[config.mk]
export PLATFORM = sky130hd
export DESIGN_NAME = array_row_packer
export DESIGN_NICKNAME = d
export VERILOG_FILES = /design/src/rtl/array_ops_pkg.sv /design/src/rtl/convert_2d_to_1d_array.sv /design/src/rtl/array_row_packer.sv
export SDC_FILE = /design/constraint.sdc
export NUM_CORES = 1
export LEC_CHECK = 0
export ABC_AREA = 1
export BUFFER_PORTS_ARGS = -buffer_cell sky130_fd_sc_hd__buf_4
export CAP_MARGIN = 20
export CORE_ASPECT_RATIO = 1.25
export CORE_MARGIN = 2
export CORE_UTILIZATION = 40
export CTS_CLUSTER_SIZE = 24
export DETAILED_ROUTE_END_ITERATION = 6
export SYNTH_ARGS = -nofsm -noshare
export SYNTH_HDL_FRONTEND = slang
export SYNTH_SLANG_ARGS = --single-unit
[constraint.sdc]
create_clock -name clk -period 1.8 [get_ports clk]
set_input_delay 0.09 -clock clk [delete_from_list [all_inputs] [get_ports clk]]
set_output_delay 0.09 -clock clk [all_outputs]
set_load 0.05 [all_outputs]
[src/rtl/array_ops_pkg.sv]
`default_nettype none
// ============================================================================
// Module      : array_ops_pkg
// Description : Shared width helpers and default geometry for the array
//               packing/flattening blocks.
//               clog2_cnt(n)      : width needed to hold a count 0..n
//               flat_width(bw, n) : width of a flat word of n bw-bit elements
// Revision    : 1.0 - initial release
// ============================================================================
package array_ops_pkg;

  localparam int c_default_bit_width = 4;
  localparam int c_default_cols      = 8;

  // A count runs 0..n inclusive, hence n+1 distinct values.
  function automatic int clog2_cnt(input int n);
    return $clog2(n + 1);
  endfunction

  function automatic int flat_width(input int bit_width, input int cols);
    return bit_width * cols;
  endfunction

endpackage : array_ops_pkg
`default_nettype wire

[src/rtl/convert_2d_to_1d_array.sv]
`default_nettype none
// ============================================================================
// Module      : convert_2d_to_1d_array
// Description : Pure combinational flattening of an unpacked array of
//               BIT_WIDTH-bit elements into one packed word, element 0 at
//               the LSBs.
//   in_array : input  [BIT_WIDTH-1:0] x COLS   source elements
//   out_flat : output [COLS*BIT_WIDTH-1:0]     flattened word
// Revision    : 1.0 - initial release
// ============================================================================
module convert_2d_to_1d_array
  import array_ops_pkg::*;
#(
  parameter int BIT_WIDTH = c_default_bit_width,
  parameter int COLS      = c_default_cols
) (
  input  logic [BIT_WIDTH-1:0]                     in_array [COLS],
  output logic [flat_width(BIT_WIDTH, COLS)-1:0]   out_flat
);

  for (genvar k = 0; k < COLS; k++) begin : g_col
    assign out_flat[k*BIT_WIDTH +: BIT_WIDTH] = in_array[k];
  end

endmodule : convert_2d_to_1d_array
`default_nettype wire

[src/rtl/array_row_packer.sv]
`default_nettype none
// ============================================================================
// Module      : array_row_packer
// Description : Streaming packer collecting BIT_WIDTH-bit elements into a
//               COLS-wide flat word (column 0 at LSBs). in_last closes a
//               word early; unused upper columns are zero.
//   clk, rst   : clock, asynchronous active-high reset
//   in_data    : element            in_valid / in_ready : input handshake
//   in_last    : element closes the current word
//   out_data   : packed word        out_valid / out_ready : output handshake
//   out_count  : number of valid columns in out_data (1..COLS)
// Revision    : 1.0 - initial release
// ============================================================================
module array_row_packer
  import array_ops_pkg::*;
#(
  parameter int BIT_WIDTH = c_default_bit_width,
  parameter int COLS      = c_default_cols
) (
  input  logic                                   clk,
  input  logic                                   rst,
  input  logic [BIT_WIDTH-1:0]                   in_data,
  input  logic                                   in_valid,
  input  logic                                   in_last,
  output logic                                   in_ready,
  output logic [flat_width(BIT_WIDTH, COLS)-1:0] out_data,
  output logic [clog2_cnt(COLS)-1:0]             out_count,
  output logic                                   out_valid,
  input  logic                                   out_ready
);

  localparam int IDX_W  = (COLS > 1) ? $clog2(COLS) : 1;
  localparam int CNT_W  = clog2_cnt(COLS);
  localparam int WORD_W = flat_width(BIT_WIDTH, COLS);

  localparam logic [IDX_W-1:0] c_last_idx = IDX_W'(COLS - 1);

  logic [BIT_WIDTH-1:0] r_cols [COLS];
  logic [IDX_W-1:0]     r_idx;
  logic [WORD_W-1:0]    r_out_data;
  logic [CNT_W-1:0]     r_out_count;
  logic                 r_out_valid;

  logic [BIT_WIDTH-1:0] w_masked [COLS];
  logic [WORD_W-1:0]    w_next_word;
  logic                 w_accept;
  logic                 w_complete;

  // The FILL/HOLD distinction is carried entirely by r_out_valid: the
  // input side may advance whenever the output register is empty or is
  // being drained in this same cycle.
  assign in_ready   = !r_out_valid || out_ready;
  assign w_accept   = in_valid && in_ready;
  assign w_complete = w_accept && ((r_idx == c_last_idx) || in_last);

  // Next-word view of the buffer: stored columns below idx, the incoming
  // element at idx, zero above, so a completing element can be packed in
  // the same cycle it is accepted.
  always_comb begin
    for (int k = 0; k < COLS; k++) begin
      w_masked[k] = '0;
      if (IDX_W'(k) < r_idx) begin
        w_masked[k] = r_cols[k];
      end else if (IDX_W'(k) == r_idx) begin
        w_masked[k] = in_data;
      end
    end
  end

  convert_2d_to_1d_array #(
    .BIT_WIDTH (BIT_WIDTH),
    .COLS      (COLS)
  ) u_flatten (
    .in_array (w_masked),
    .out_flat (w_next_word)
  );

  always_ff @(posedge clk or posedge rst) begin
    if (rst) begin
      r_idx       <= '0;
      r_out_data  <= '0;
      r_out_count <= '0;
      r_out_valid <= 1'b0;
      for (int k = 0; k < COLS; k++) begin
        r_cols[k] <= '0;
      end
    end else begin
      if (w_accept) begin
        if (w_complete) begin
          r_idx <= '0;
          for (int k = 0; k < COLS; k++) begin
            r_cols[k] <= '0;
          end
        end else begin
          r_cols[r_idx] <= in_data;
          r_idx         <= r_idx + IDX_W'(1);
        end
      end

      // A completing word overrides a simultaneous drain so consecutive
      // words can leave with no bubble.
      if (w_complete) begin
        r_out_data  <= w_next_word;
        r_out_count <= CNT_W'(r_idx) + CNT_W'(1);
        r_out_valid <= 1'b1;
      end else if (r_out_valid && out_ready) begin
        r_out_valid <= 1'b0;
      end
    end
  end

  assign out_data  = r_out_data;
  assign out_count = r_out_count;
  assign out_valid = r_out_valid;

endmodule : array_row_packer
`default_nettype wire

==> run_summary.xml <==
<?xml version="1.0" encoding="UTF-8"?>
<metrics>
  <group name="cts">
    <metric name="max-clock-path-buffers" unit="">2</metric>
    <metric name="cts_htree_levels" unit="">3</metric>
    <metric name="clk_root_buffer_cell" unit="">sky130_fd_sc_hd__clkbuf_8</metric>
    <metric name="post_cts.repair.setup_buffers" unit="">0</metric>
    <metric name="clk_latency" unit="ns">0.35</metric>
    <metric name="cts_sinks" unit="">68</metric>
    <metric name="clkTransAtPathRegs" unit="ns">0.07</metric>
    <metric name="number_of_hold_buffers_added_after_cts" unit="">1</metric>
    <metric name="cts_inserted_buffers" unit="">9</metric>
    <metric name="cts_tree" unit="">yes</metric>
    <metric name="cts.repair.resized" unit="">0</metric>
  </group>
  <group name="worst_setup_path">
    <metric name="setup.worst_path.start" unit="">r_idx[0]</metric>
    <metric name="r2r.worst_path.cells" unit="">6</metric>
    <metric name="startpoint_type" unit="">register</metric>
    <metric name="path_delay_family" unit="">adder cells</metric>
    <metric name="worstReg2RegStart" unit="">r_idx[0]</metric>
    <metric name="crit_cells" unit="">6</metric>
    <metric name="rr_endpoint" unit="">r_cols[13]</metric>
    <metric name="ff2ff_setup_slack" unit="ns">0.13</metric>
    <metric name="critical_path.most_common_cell" unit="">sky130_fd_sc_hd__ha_1</metric>
    <metric name="worstPathMaxFanout" unit="">13</metric>
    <metric name="cp_data_required_time" unit="ns">2.07</metric>
    <metric name="criticalPathCategory" unit="">register to register</metric>
    <metric name="critical_path_data_arrival_time" unit="ns">1.94</metric>
    <metric name="critPathSlowestCell" unit="">sky130_fd_sc_hd__dfrtp_1</metric>
    <metric name="crit_buf_inv" unit="">1</metric>
    <metric name="critical_path_cell_by_cell" unit="">ha_1, ha_1, nor2_4, buf_4, nand4_1, o21ai_1</metric>
    <metric name="worst_setup_path_end_kind" unit="">register</metric>
    <metric name="crit_path_end" unit="">r_cols[13]</metric>
    <metric name="cp_slowest_stage_delay" unit="ns">0.38</metric>
  </group>
  <group name="timing">
    <metric name="max-slew-margin-rel" unit="%">76.3</metric>
    <metric name="final_setup_vio_count" unit="">0</metric>
    <metric name="final_hold_viol_count" unit="">0</metric>
    <metric name="holdWs" unit="ns">0.00788</metric>
    <metric name="grt_setup_unrepaired" unit="">false</metric>
    <metric name="fmax" unit="MHz">600</metric>
    <metric name="fin_worst_skew" unit="ns">0.00539</metric>
    <metric name="setup_total_negative_slack" unit="ns">0</metric>
    <metric name="timing_worst_slew_pin_value" unit="ns">0.352</metric>
    <metric name="period_needed" unit="ns">1.67</metric>
    <metric name="fin_crit_sh" unit="%">92.5</metric>
    <metric name="report.final.slew_viol_count" unit="">0</metric>
  </group>
  <group name="synth">
    <metric name="number_of_nets_in_the_synthesized_netlist" unit="">419</metric>
    <metric name="synth_warnings" unit="">0</metric>
    <metric name="synth_enable_flop_cells" unit="">0</metric>
    <metric name="synth_area" unit="um2">3190</metric>
    <metric name="synth_top_flop_cell" unit="">sky130_fd_sc_hd__dfrtp_1</metric>
    <metric name="synth_top_area_share" unit="%">53.3</metric>
    <metric name="syn_area_per_cell" unit="um2">7.86</metric>
    <metric name="async_reset_ff_share" unit="%">100</metric>
    <metric name="share_of_synthesized_area_occupied_by_flip_flops_and_latches" unit="%">53.3</metric>
    <metric name="yosys.cell_types.count" unit="">19</metric>
    <metric name="yosys.area.top_type" unit="">sky130_fd_sc_hd__dfrtp_1</metric>
    <metric name="synth.top_cells.by_area" unit="">sky130_fd_sc_hd__dfrtp_1, sky130_fd_sc_hd__nand2_1, sky130_fd_sc_hd__o21ai_0</metric>
    <metric name="postSynthCellCount" unit="">406</metric>
    <metric name="synth-seq-cells" unit="">68</metric>
  </group>
  <group name="place">
    <metric name="io_buffers" unit="">46</metric>
    <metric name="dp_hpwl" unit="um">5620</metric>
    <metric name="gp_routability_congestion" unit="">0.831</metric>
  </group>
  <group name="detailed_routing">
    <metric name="wl_per_cell" unit="um">14.1</metric>
    <metric name="drcViolationCount" unit="">0</metric>
    <metric name="drt_pass1_iterations" unit="">4</metric>
    <metric name="count_of_antenna_violating_nets_left_after_detailed_routing" unit="">0</metric>
    <metric name="number_of_drc_violations_after_detailed_routing_iteration_0" unit="">176</metric>
    <metric name="route.final.wire_length" unit="um">7910</metric>
    <metric name="avgViaCountPerCell" unit="">4.96</metric>
    <metric name="vias" unit="">2780</metric>
  </group>
  <group name="status">
    <metric name="outcome" unit="">complete, no violations</metric>
  </group>
  <group name="pwr">
    <metric name="total_leakage_power" unit="uW">0.00206</metric>
    <metric name="vdd_ir_drop_max" unit="V">0.000459</metric>
    <metric name="p_per_area" unit="nW/um2">1130</metric>
  </group>
  <group name="global_route">
    <metric name="grt_overflow" unit="">0</metric>
    <metric name="grt_pass1_wl" unit="um">13200</metric>
    <metric name="total_grt_usage" unit="%">19.4</metric>
    <metric name="number_of_global_route_vias_before_repair" unit="">2674</metric>
    <metric name="grt_start_max_net_pins" unit="">69</metric>
    <metric name="number_of_antenna_violations_at_the_first_check_in_global_routing" unit="">0</metric>
  </group>
  <group name="finish">
    <metric name="multiInputGateArea" unit="um2">1300</metric>
    <metric name="design.final.nets" unit="">473</metric>
    <metric name="layout_commonest_cell" unit="">sky130_fd_sc_hd__nand2_1</metric>
    <metric name="final_cell_mix" unit="">sky130_fd_sc_hd__nand2_1, sky130_fd_sc_hd__dfrtp_1, sky130_fd_sc_hd__buf_4, sky130_fd_sc_hd__o21ai_0, sky130_fd_sc_hd__nand3_1</metric>
    <metric name="area.growth.synth_to_final" unit="%">21.3</metric>
    <metric name="layout-drive-gt1-share" unit="%">18.9</metric>
    <metric name="sequential_cell_area" unit="um2">1700</metric>
    <metric name="diodes" unit="">0</metric>
    <metric name="layout.filler_cells" unit="">775</metric>
  </group>
  <group name="job">
    <metric name="max_cap_violations" unit="">0</metric>
  </group>
  <group name="die">
    <metric name="rows" unit="">36</metric>
    <metric name="core_area" unit="um2">7790</metric>
    <metric name="die_area" unit="um2">8710</metric>
    <metric name="die_height" unit="um">104</metric>
    <metric name="floorplan.die.width" unit="um">83.9</metric>
    <metric name="floorplan.io_pins" unit="">47</metric>
    <metric name="start_util" unit="%">40.9</metric>
  </group>
  <group name="hold_path">
    <metric name="hold_path_class" unit="">input port to register</metric>
  </group>
</metrics>
## worst min-delay path by stage
stage	slack, ns	startpoint	cells past startpoint	to
detailed placement	0.22	rst	3	out_data[21]
floorplan	0.25	rst	1	out_count[0]
global route	0.03	out_ready	4	out_valid
global placement	0.22	rst	3	out_data[21]
finish	0.008	out_ready	4	out_valid
CTS	0.004	out_ready	4	out_valid
## kinds of logic after synthesis
group,after synthesis,share of synthesized area (%)
AO/OA/AOI/OAI,51,8.12
buffers and inverters,39,5.88
flip-flops,68,53.3
AND/OR/NAND/NOR,244,31.1
adder cells (fa/ha/maj),4,1.57
## final cells by class
type | instances | share of cell area (%)
clock inverters | 5 | 1.29
well taps | 95 | 3.07
multi-input cells | 299 | 33.6
flip-flops and latches | 68 | 44.0
clock buffers | 11 | 3.91
repair buffers | 59 | 11.8
inverters | 23 | 2.33
## synthesized netlist by cell type, types with 2 or more instances
master,instances
sky130_fd_sc_hd__nand2_1,195
sky130_fd_sc_hd__dfrtp_1,68
sky130_fd_sc_hd__o21ai_0,37
sky130_fd_sc_hd__nand3_1,29
sky130_fd_sc_hd__inv_1,18
sky130_fd_sc_hd__o21ai_1,12
sky130_fd_sc_hd__nor2_1,10
sky130_fd_sc_hd__buf_2,6
sky130_fd_sc_hd__buf_4,5
sky130_fd_sc_hd__inv_2,5
sky130_fd_sc_hd__ha_1,4
sky130_fd_sc_hd__clkbuf_1,3
sky130_fd_sc_hd__nand2_2,3
sky130_fd_sc_hd__nand4_1,3
sky130_fd_sc_hd__nor2_4,3
sky130_fd_sc_hd__buf_6,2
## registers in the layout (all words and copies together), names as in the netlist
signal and count:
out_data 32, r_cols 28, out_count 4, r_idx 3
out_valid 1
## metal layers
metal	global-route usage (%)	part of all wire, %
met1	26.2	46
met2	29.7	48
met3	3.73	3.6
met4	10.3	1.9
met5	0	0
## per-stage QoR
| stage | instances | utilization, % | total power (uW) | cell area [um2] | setup slack [ns] |
|---|---|---|---|---|---|
| 4_1_cts | 560 | 49.7 | 4430 | 3870 | 0.130 |
| 5_1_grt | 560 | 49.7 | 4620 | 3870 | 0.0309 |
| 3_5_place_dp | 543 | 47.0 | 3140 | 3660 | 0.146 |
| 6_report | 560 | 49.7 | 4390 | 3870 | 0.135 |
| 3_3_place_gp | 543 | 47.0 | 3120 | 3660 | 0.182 |
| 2_1_floorplan | 406 | - | 2740 | 3190 | 0.0637 |
## where the power goes
part           switching [uW]  internal [uW]
sequential                100           1710
clock                     582            705
combinational             927            368
## worst reg2reg max path: stages (launching register included)
cell and delay, ns:
sky130_fd_sc_hd__dfrtp_1 0.38, sky130_fd_sc_hd__ha_1 0.20, sky130_fd_sc_hd__ha_1 0.22, sky130_fd_sc_hd__nor2_4 0.18, sky130_fd_sc_hd__buf_4 0.22, sky130_fd_sc_hd__nand4_1 0.18, sky130_fd_sc_hd__o21ai_1 0.20
(Power assumes the default switching activity.)
